### config.mk
export PLATFORM = sky130hd
export DESIGN_NAME = serial_frame_rx
export DESIGN_NICKNAME = d
export VERILOG_FILES = /design/src/rtl/serial_frame_rx.sv
export SDC_FILE = /design/constraint.sdc
export NUM_CORES = 1
export LEC_CHECK = 0
export BUFFER_PORTS_ARGS = -buffer_cell sky130_fd_sc_hd__buf_4
export CORE_MARGIN = 2
export CORE_UTILIZATION = 50
export DETAILED_ROUTE_END_ITERATION = 8
export PLACE_DENSITY = 0.68
export SYNTH_ARGS = -nofsm -noshare
export SYNTH_HDL_FRONTEND = slang
export SYNTH_SLANG_ARGS = --single-unit
### constraint.sdc
create_clock -name clk -period 1.6 [get_ports clk]
set_input_delay 0.08 -clock clk [delete_from_list [all_inputs] [get_ports clk]]
set_output_delay 0.08 -clock clk [all_outputs]
set_load 0.05 [all_outputs]
### src/rtl/serial_frame_rx.sv
// -----------------------------------------------------------------------------
// serial_frame_rx
// Receiving end of the 1-bit serial link. Samples one bit per rising clock
// edge, detects the start bit, shifts in DATA_W data bits LSB-first, checks an
// optional even-parity bit and the stop bit, and reports the result with a
// one-cycle pulse. Everything lives in the clk domain; all outputs registered.
//
// Parameters
//   DATA_W     data bits per frame (>= 1)
//   PARITY_EN  1: one even-parity bit follows the data, 0: no parity bit
//
// Ports
//   clk        rising-edge clock, one serial bit sampled per edge
//   reset      synchronous, active-high reset (wins over everything)
//   in         serial line, idle = 1, start bit = 0
//   out_data   last correctly received word (bit 0 = first data bit received)
//   out_valid  1-cycle pulse: out_data updated by a good frame
//   frame_err  1-cycle pulse: frame rejected (bad parity and/or bad stop bit)
//   busy       1 while the receiver is inside a frame
// -----------------------------------------------------------------------------
module serial_frame_rx #(
   parameter int DATA_W    = 8,
   parameter bit PARITY_EN = 1'b1
) (
   input  logic              clk,
   input  logic              reset,
   input  logic              in,
   output logic [DATA_W-1:0] out_data,
   output logic              out_valid,
   output logic              frame_err,
   output logic              busy
);

   localparam int CNT_W = $clog2(DATA_W + 1);
   localparam logic [CNT_W-1:0] CNT_LAST = CNT_W'(DATA_W - 1);

   typedef enum logic [1:0] {
      S_IDLE   = 2'd0,
      S_DATA   = 2'd1,
      S_PARITY = 2'd2,
      S_STOP   = 2'd3
   } state_t;

   state_t              state_q;
   logic [CNT_W-1:0]    cnt_q;
   logic [DATA_W-1:0]   shift_q;
   logic                par_bad_q;
   logic [DATA_W-1:0]   out_data_q;
   logic                out_valid_q;
   logic                frame_err_q;
   logic                busy_q;

   // New bit enters at the MSB so after DATA_W shifts the first bit sits at bit 0.
   function automatic logic [DATA_W-1:0] shift_in(input logic [DATA_W-1:0] word,
                                                  input logic            bit_in);
      logic [DATA_W-1:0] tmp;
      tmp             = word >> 1;
      tmp[DATA_W-1]   = bit_in;
      return tmp;
   endfunction

   // XOR reduction of a word: 1 when the word holds an odd number of ones.
   function automatic logic odd_ones(input logic [DATA_W-1:0] word);
      return ^word;
   endfunction

   // Receiver FSM together with its registered outputs.
   always_ff @(posedge clk) begin
      if (reset) begin
         state_q     <= S_IDLE;
         cnt_q       <= '0;
         shift_q     <= '0;
         par_bad_q   <= 1'b0;
         out_data_q  <= '0;
         out_valid_q <= 1'b0;
         frame_err_q <= 1'b0;
         busy_q      <= 1'b0;
      end else begin
         out_valid_q <= 1'b0;
         frame_err_q <= 1'b0;
         case (state_q)
            S_IDLE: begin
               if (!in) begin
                  state_q   <= S_DATA;
                  cnt_q     <= '0;
                  par_bad_q <= 1'b0;
                  busy_q    <= 1'b1;
               end else begin
                  state_q   <= S_IDLE;
                  busy_q    <= 1'b0;
               end
            end
            S_DATA: begin
               shift_q <= shift_in(shift_q, in);
               // Counter tops out at DATA_W, so it never wraps inside a frame.
               cnt_q   <= cnt_q + CNT_W'(1);
               if (cnt_q == CNT_LAST) begin
                  state_q <= PARITY_EN ? S_PARITY : S_STOP;
               end else begin
                  state_q <= S_DATA;
               end
            end
            S_PARITY: begin
               // Even parity: data ones plus parity bit must be even.
               par_bad_q <= in ^ odd_ones(shift_q);
               state_q   <= S_STOP;
            end
            S_STOP: begin
               state_q <= S_IDLE;
               busy_q  <= 1'b0;
               // Parity and stop errors collapse into a single error pulse.
               if (in && !par_bad_q) begin
                  out_data_q  <= shift_q;
                  out_valid_q <= 1'b1;
               end else begin
                  frame_err_q <= 1'b1;
               end
            end
            default: begin
               state_q <= S_IDLE;
               busy_q  <= 1'b0;
            end
         endcase
      end
   end

   assign out_data  = out_data_q;
   assign out_valid = out_valid_q;
   assign frame_err = frame_err_q;
   assign busy      = busy_q;

endmodule

After elaboration in Yosys (flattened, before gate mapping) --
Index checks and enable logic that the tools add are counted.
Storage, ports and cells: input port bits 3, output and inout bits 11, word-level logic and storage cells 38, register bits 26
Operators by class: equality and inequality tests 5, reductions and logical operators 11, mux-type cells 11, add/subtract/negate cells 1, bitwise gates (word level) 2
Operators by type and width (count):
- 2-bit one-hot mux with 4 select lines | 1
- 4-bit one-hot mux with 2 select lines | 1
- 8-bit parity | 1
- 2-bit AND reduction | 3
- 2-bit nonzero test | 3
- 1-bit two-way mux | 5
- 4-bit by 1-bit adder with 4-bit output (second input constant) | 1
- 2-bit equality test (second input constant) | 2
- 4-bit by 3-bit equality test with 1-bit output (second input constant) | 1
- 4-bit two-way mux | 1
- 1-bit one-hot mux with 2 select lines | 2
- 2-bit by 1-bit equality test with 1-bit output (second input constant) | 1
- 2-bit zero test | 1
- 2-bit two-way mux | 1
- 2-bit != test (second input constant) | 1
- 2-bit OR reduction | 1
- 1-bit logical AND | 1
- 1-bit zero test | 1
- 1-bit inverter | 1
- 1-bit bitwise XOR | 1

Depth between registers and ports, before layout --
Gate-level depths: netlist (run 1).
depth after elaboration 3, gate-level depth with buffers 6, gate-level depth less buffers 6

Least setup slack after synthesis (run 1) --
OpenSTA, ideal clock, no wires.
kind flip-flop to flip-flop, start reg state_q[0], end reg par_bad_q, setup slack 0.239 ns, arrival 1.238 ns, cell stages (with the launch flop) 7, data required time 1.477 ns, clock period less this slack 1.361 ns, setup time 0.123 ns, buffers on the path 0, path through dfxtp_1 -> inv_1 -> ha_1 -> nand3b_1 -> o21ai_0 -> a211oi_1 -> mux2_1
On the way: cells in the longest elaborated chain, start to end 3, elaborated cells on any way between the ends 6, those cells by class eq/ne (2); mux (1); reduce/logical (3)
RTL lines:
- from (decl) | line 44 | state_t state_q;
- from (signal assigned) | line 98 | state_q <= PARITY_EN ? S_PARITY : S_STOP;
- 2-bit equality test or 2-bit zero test (tied branches) | line 81 | case (state_q)
- 2-bit nonzero test (no line) or 2-bit != test (tied branches)
- 2-bit AND reduction (no line)
- to (signal assigned) | line 105 | par_bad_q <= in ^ odd_ones(shift_q);
- to (decl) | line 47 | logic par_bad_q;
Parallel ways exist; a longest one is shown, timed or not. A chain may end at the register's enable or synchronous reset.

Worst setup path in the final report (run 1) --
Ends and elaborated chain as after synthesis.

==> impl_metrics.ini, run 1 <==
[status]
outcome = finished, final reports clean

[synthesis]
synth_edf_count = 0
synth_nets = 136
seq_area_frac_synth_pct = 46.1
syn-cell-area_um2 = 1130
synth_cell_types = 23
synthTopCellsByArea = dfxtp_1 (46%), mux2i_1 (7.1%), a21oi_1 (5.8%), ha_1 (5.5%), xnor2_1 (5.4%)
yosysTopAreaCell = dfxtp_1
yosysTopAreaCellShare_pct = 46.1
yosysMostFrequentCell = dfxtp_1
synth_common_cells = dfxtp_1 (26), nand2_1 (14), nor2_1 (14), a21oi_1 (13), nand3_1 (9)
synth_adder_area_share_pct = 5.54
synth_compound_area_share_pct = 10.8
synth.area.mux_share_pct = 8.09
ys_async_sr_fraction_pct = 0
ys.flop_type = dfxtp_1
synth_xor_area_share_pct = 5.43
ys.warnings.count = 0
synth_top_family_by_area = simple AND/OR/NAND/NOR gates
synth-seq-cells = 26
yosys.area_share.simple_pct = 20.4
syn_inst = 128
avgSynthCellArea_um2 = 8.82

[clock_network]
cts_made_buffers = 3
cts.path.max_buffers = 2
cts_num_sinks = 26
cts_tree = built
insertion_delay_ns = 0.31
path_clk_slew_ns = 0.13
cts_setup_buffers = 0
ctsHtreeMaxLevel = 1
cts_root_buffer = clkbuf_4

[worst_setup_path]
crit_family = flip-flops
cp.arrival_ns = 1.67
cp_num_buf_inv = 1
worstSetupEndpointType = flip-flop
cp.depth = 6
slowest_delay_ns = 0.38
slowest_stage = dfxtp_2
cp-start-kind = flip-flop
critical_path_required_ns = 1.82
ff2ff_path_depth = 6
worstPathMaxFanout = 6
worstSetupPathType = flip-flop to flip-flop
crit_chain = inv_1, ha_1, nand3b_1, o21ai_0, a211oi_1, mux2_1

[sta]
worstMarginPinSlew_ns = 0.296
max_freq_mhz = 687
period_minus_slack_ns = 1.46
slew_headroom_pct = 80.3
fin_tns_setup_ns = 0
final_hold_viol_count = 0
rsz0062_at_grt = no
timing.final.crit_share_pct = 90.9
skew_ns = 0.00287
slew_violations = 0
setup-violations-final = 0

[drt]
drtIter0Drc = 11
ant_nets = 0
first_pass_iters = 5
drt-vias-per-instance = 5.28
drc = 0
num_vias = 887
wl_per_cell_um = 11.8
wirelength_mm = 1.98

[floorplanning]
die_h_um = 51.5
start_util_pct = 52.0
die-area_um2 = 2650
fp.coreArea_um2 = 2170
io_pins = 14
rows = 17
die_w_um = 51.5

[global_routing]
track_usage_pct = 16.6
grt_max_degree = 28
grt_antenna_before_repair = 0
grt_pass1_vias = 761
grt_pass1_wl_mm = 3.28
gr-total-overflow = 0

[placed_design]
io_buffers = 13
place_area_um2 = 1250
gp_congestion = 0.772
dp_cells = 164
hpwl_mm = 1.44

[finish]
drive_above_1_share_pct = 15.7
n_fill_cell = 193
postLayoutCellArea_um2 = 1310
antenna_cells = 0
fin_cells = 168
syn2layout_area_growth_pct = 15.6
final_core_util_pct = 60.1
nets = 149

[pwr]
p_leak_nw = 0.506
ir_drop_mv = 0.574
p_per_area_nw_per_um2 = 925

[hold_path]
hp-class = input port to flip-flop
holdPathStages = 2

[job]
drv_cap = 0
==> layout make-up <==
type                    count  area [um2]  area share, %
repair buffers             16         120           9.20
inverters                   2        7.51          0.575
multi-input cells          92         567           43.4
well taps                  28        35.0           2.68
flip-flops and latches     26         523           40.1
clock buffers               3        22.5           1.73
clock inverters             1        30.0           2.30
==> per-layer routing <==
| metal | global-route usage [%] | routed length (um) |
|---|---|---|
| met3 | 2.59 | 57 |
| met5 | 0 | 0 |
| met2 | 26.1 | 914 |
| met4 | 7.89 | 10 |
| met1 | 22.3 | 994 |
==> state kept, by name (all words and copies together), names as in the netlist, named ones only <==
register,count
out_data,8
shift_q,8
cnt_q,4
busy,1
frame_err,1
out_valid,1
par_bad_q,1
state_q,1
==> worst paths after layout <==
kind,from,to,slack [ns]
setup / recovery,state_q[0],par_bad_q,0.14
hold / removal,in,state_q[0],0.009
setup reg to reg,state_q[0],par_bad_q,0.14
hold reg to reg,out_data[7],out_data[7],0.47
==> power by group <==
part	total (W)	leakage, nW	internal (W)	switching (W)
clock network	0.000442	0.0279	0.000253	0.000189
registers	0.000665	0.211	0.000657	0.00000832
logic	0.0000994	0.268	0.0000388	0.0000606
total	0.00121	0.506	0.000949	0.000258
==> through the flow <==
step                total power [W]  hold slack [ns]  setup slack, ns
CTS                         0.00121          0.00708            0.102
floorplan                  0.000755            0.367            0.239
global placement           0.000774            0.359            0.191
global route                0.00125           0.0102           0.0213
detailed placement         0.000777            0.356            0.116
finish                      0.00121          0.00929            0.145
==> worst register-to-register path, cell delays in order (launching register included) <==
cell and delay (ns):
dfxtp_2 0.38, inv_1 0.07, ha_1 0.27, nand3b_1 0.20
o21ai_0 0.10, a211oi_1 0.07, mux2_1 0.28
==> layout by cell type, fill, tap and decap left out, types with 3 or more instances in the layout <==
master    count
ha_1          5
nor2_1       14
nand2_1      14
nand3_1       9
buf_4        16
a21oi_1      13
o21ai_0       4
nor2b_1       4
xnor2_1       7
dfxtp_1      24
clkbuf_4      3
mux2i_1       8
==> kinds of logic after synthesis <==
family	after synthesis
compound gates	22
flops	26
buf+inv	10
mux	9
fa+ha+maj	5
xor+xnor	7
simple gates	49
==> what timing repair did <==
action,4_1_cts,5_1_grt
hold buffers,0,0
endpoints found under the setup margin,0,5
gates resized for setup,0,3
(Power assumes the default switching activity.)
==> run 2: changes to the inputs <==
- CORE_UTILIZATION: 50 -> 41
- PLACE_DENSITY: 0.68 -> 0.58
==> impl_metrics.ini, run 2 (synthesis gave the netlist of run 1 again) <==
[finish]
multi_input_area_um2 = 567
mostFrequentLayoutCells = dfxtp_1 (26), buf_4 (16), nand2_1 (14), nor2_1 (14), a21oi_1 (13)
nets = 149
final_common_cell = dfxtp_1
antenna_cells = 0
seqCellArea_um2 = 520
syn2layout_area_growth_pct = 15.7
drive_above_1_share_pct = 14.3
n_fill_cell = 280

[clock_network]
cts_tree = built
cts_num_sinks = 26
insertion_delay_ns = 0.31
cts.path.max_buffers = 2
cts_made_buffers = 3
cts_root_buffer = clkbuf_4
ctsHtreeMaxLevel = 1
path_clk_slew_ns = 0.13
cts_setup_buffers = 0

[worst_setup_path]
critical_path_required_ns = 1.81
r2r-end = par_bad_q
worstSetupEndpointType = flip-flop
cp_num_buf_inv = 1
worstSetupPathType = flip-flop to flip-flop
worstPathMaxFanout = 6
slowest_stage = dfxtp_1
r2r_start = state_q[0]
crit_family = flip-flops
ff2ff_path_depth = 6
slowest_delay_ns = 0.42
cp-start-kind = flip-flop
cp.arrival_ns = 1.71
timing.reg2reg.setup_slack_ns = 0.10
cp.depth = 6
crit_chain = inv_1, ha_1, nand3b_1, o21ai_0, a211oi_1, mux2_1

[pwr]
ir_drop_mv = 0.571
p_total_w = 0.00121
p_per_area_nw_per_um2 = 924
p_leak_nw = 0.506

[hold_path]
hp-start = in
hp-class = input port to flip-flop
hold_path_end = state_q[0]
holdPathStages = 2

[placed_design]
hpwl_mm = 1.45
io_buffers = 13
gp_congestion = 0.705

[floorplanning]
start_util_pct = 42.0
die_h_um = 56.5
rows = 19
io_pins = 14
die_w_um = 56.5
die-area_um2 = 3190
fp.coreArea_um2 = 2690

[sta]
timing.final.crit_share_pct = 93.6
slew_violations = 0
skew_ns = 0.00575
final_hold_viol_count = 0
rsz0062_at_grt = no
slew_headroom_pct = 80.4
worstMarginPinSlew_ns = 0.292
period_minus_slack_ns = 1.50
fin_tns_setup_ns = 0
max_freq_mhz = 668
setup-violations-final = 0

[drt]
wl_per_cell_um = 11.7
first_pass_iters = 4
ant_nets = 0
wirelength_mm = 1.99
drt-vias-per-instance = 5.17
drc = 0
drtIter0Drc = 18
num_vias = 884

[global_routing]
track_usage_pct = 13.8
gr-total-overflow = 0
grt_max_degree = 28
grt_pass1_vias = 833
grt_antenna_before_repair = 0
grt_pass1_wl_mm = 3.57

[job]
drv_cap = 0

[status]
outcome = finished, final reports clean
-- run 2: metal layers --
metal  vias to the layer above  global-route usage [%]  wire length, um
li1                        456                       -                -
met1                       416                    18.6              984
met2                        10                    22.8              935
met3                         2                    2.07               58
met4                         0                    4.08               16
met5                         -                       0                0
-- run 2: final cells by class --
type                            instances  area share [%]
Multi-Input combinational cell         92            43.4
Tap cell                               31            2.97
Clock buffer                            3            1.72
Timing Repair Buffer                   16            9.20
Clock inverter                          1            2.30
Inverter                                2           0.575
Sequential cell                        26            39.8
-- run 2: worst reg2reg max path, stage by stage (launching register included) --
cell and delay (ns):
dfxtp_1 0.42, inv_1 0.10, ha_1 0.27, nand3b_1 0.19, o21ai_0 0.08, a211oi_1 0.06, mux2_1 0.28
-- run 2: worst max path at each step --
stage | slack, ns | to | start
2_1_floorplan | 0.24 | par_bad_q | state_q[0]
3_3_place_gp | 0.17 | par_bad_q | state_q[0]
3_5_place_dp | 0.1 | cnt_q[3] | state_q[0]
4_1_cts | 0.07 | cnt_q[3] | state_q[0]
5_1_grt | 0.02 | cnt_q[2] | state_q[0]
6_report | 0.10 | par_bad_q | state_q[0]
-- run 2: stage by stage --
step	setup slack (ns)	util (%)	hold slack (ns)	instances	cell area, um2
2_1_floorplan	0.239	-	0.367	128	1130
3_3_place_gp	0.166	46.7	0.360	167	1250
3_5_place_dp	0.0982	46.7	0.360	167	1250
4_1_cts	0.0709	48.6	0.00687	171	1310
5_1_grt	0.0210	48.6	0.00536	171	1310
6_report	0.102	48.6	0.0211	171	1310
-- run 2: report_power, final --
part | internal, W | switching, W | total [W]
combinational | 0.0000386 | 0.0000616 | 0.000100
clock | 0.000253 | 0.000189 | 0.000442
sequential | 0.000657 | 0.00000847 | 0.000665
-- run 2: what timing repair did --
action,in CTS,in global routing
hold endpoints to repair,0,0
gates resized for setup,0,1
hold buffers,0,0
setup endpoints to repair,0,2
==> run 3: changes to the inputs <==
- SETUP_SLACK_MARGIN: unset -> 0.4
==> impl_metrics.ini, run 3 (synthesis gave the netlist of run 1 again) <==
[placed_design]
io_buffers = 13
place_area_um2 = 1280
gp_congestion = 0.698
hpwl_mm = 1.58
dp_cells = 167

[clock_network]
cts.path.max_buffers = 2
cts_num_sinks = 26
insertion_delay_ns = 0.33
ctsHtreeMaxLevel = 1
hold_buffers = 0
cts_made_buffers = 3
cts_root_buffer = clkbuf_4
path_clk_slew_ns = 0.15
cts_tree = built

[floorplanning]
start_util_pct = 42.0
io_pins = 14
die_w_um = 56.5
fp.coreArea_um2 = 2690
rows = 19
die_h_um = 56.5
die-area_um2 = 3190

[sta]
setup-violations-final = 0
final_hold_viol_count = 0
timing.final.crit_share_pct = 86.9
fin_tns_setup_ns = 0
slew_violations = 0
skew_ns = 0.0118
period_minus_slack_ns = 1.39
worstMarginPinSlew_ns = 0.302
rsz0062_at_grt = yes
slew_headroom_pct = 79.9
max_freq_mhz = 720

[finish]
antenna_cells = 0
syn2layout_area_growth_pct = 41.1
fin_cells = 182
postLayoutCellArea_um2 = 1590
final_common_cell = buf_4
nets = 160
mostFrequentLayoutCells = buf_4 (21), dfxtp_1 (18), nor2_1 (14), nand2_1 (12), a21oi_1 (11)
drive_above_1_share_pct = 37.1

[worst_setup_path]
worstSetupPathType = flip-flop to flip-flop
crit_chain = xnor2_2, xnor2_1, xnor2_1, mux2_4
slowest_stage = dfxtp_4
slowest_delay_ns = 0.38
critical_path_required_ns = 1.82
cp-start-kind = flip-flop
cpMostUsedCell = xnor2_1
crit_family = XOR/XNOR gates
cp_num_buf_inv = 0
cp.arrival_ns = 1.61
worstPathMaxFanout = 2
worstSetupEndpointType = flip-flop

[drt]
wirelength_mm = 2.41
wl_per_cell_um = 13.3
drtIter0Drc = 39
first_pass_iters = 4
drt-vias-per-instance = 5.18
ant_nets = 0
num_vias = 943
drc = 0

[pwr]
p_per_area_nw_per_um2 = 810
p_leak_nw = 0.610
ir_drop_mv = 0.547
p_total_w = 0.00129

[global_routing]
grt_max_degree = 28
grt_antenna_before_repair = 0
grt_pass1_wl_mm = 3.95
grt_most_used_layer = met2
track_usage_pct = 16.4
grt_util_met1_pct = 20.6
grt_pass1_vias = 864
use_met2_pct = 25.2
grtUsageMet3_pct = 2.30
gr-total-overflow = 0

[hold_path]
hp-class = input port to flip-flop

[job]
drv_cap = 0

[status]
outcome = finished, final reports clean
[run 3: power by group]
part / switching (W) / total [W] / internal (W)
registers: 0.00000942 / 0.000658 / 0.000649
clock network: 0.000200 / 0.000454 / 0.000254
logic: 0.0000899 / 0.000178 / 0.0000882
total: 0.000299 / 0.00129 / 0.000991
[run 3: timing repair]
| item | CTS | global route |
|---|---|---|
| endpoints found under the hold margin | 0 | 0 |
| endpoints found under the setup margin | 12 | 22 |
| pin swaps | 5 | 8 |
| gates cloned | 0 | 1 |
| gates resized for setup | 19 | 22 |
| buffers inserted | 5 | 5 |
[run 3: worst register-to-register path, delay by kind of cell (launching register included)]
| family | cells | cell delay [ns] |
|---|---|---|
| XOR/XNOR | 3 | 0.57 |
| flip-flops | 1 | 0.38 |
| multiplexers | 1 | 0.33 |
[run 3: metrics by stage]
| stage | worst slack (ns) | hold slack [ns] | util [%] |
|---|---|---|---|
| 2_1_floorplan | 0.354 | 0.359 | - |
| 3_3_place_gp | 0.260 | 0.361 | 47.7 |
| 3_5_place_dp | 0.223 | 0.367 | 47.7 |
| 4_1_cts | 0.230 | 0.0305 | 53.3 |
| 5_1_grt | 0.197 | 0.0250 | 59.3 |
| 6_report | 0.210 | 0.0317 | 59.3 |
[run 3: final cells by class]
class                           instances  area, um2
Sequential cell                        26        546
Inverter                                2       12.5
Multi-Input combinational cell         92        692
Tap cell                               31       38.8
Timing Repair Buffer                   27        251
Clock buffer                            3       22.5
Clock inverter                          1       30.0
Fill cell                             237       1090
[run 3: routing by layer]
layer,routed length (um),up-vias
li1,-,481
met1,1160,444
met2,1130,11
met3,46,7
met4,80,0
met5,0,-
[run 3: final timing paths]
| check | startpoint | end | slack (ns) | depth (start not counted) |
|---|---|---|---|---|
| min | in | state_q[0] | 0.03 | 2 |
| max reg2reg | shift_q[0] | par_bad_q | 0.21 | 4 |
| max | shift_q[0] | par_bad_q | 0.21 | 4 |
| min reg2reg | out_data[4] | out_data[4] | 0.47 | 2 |
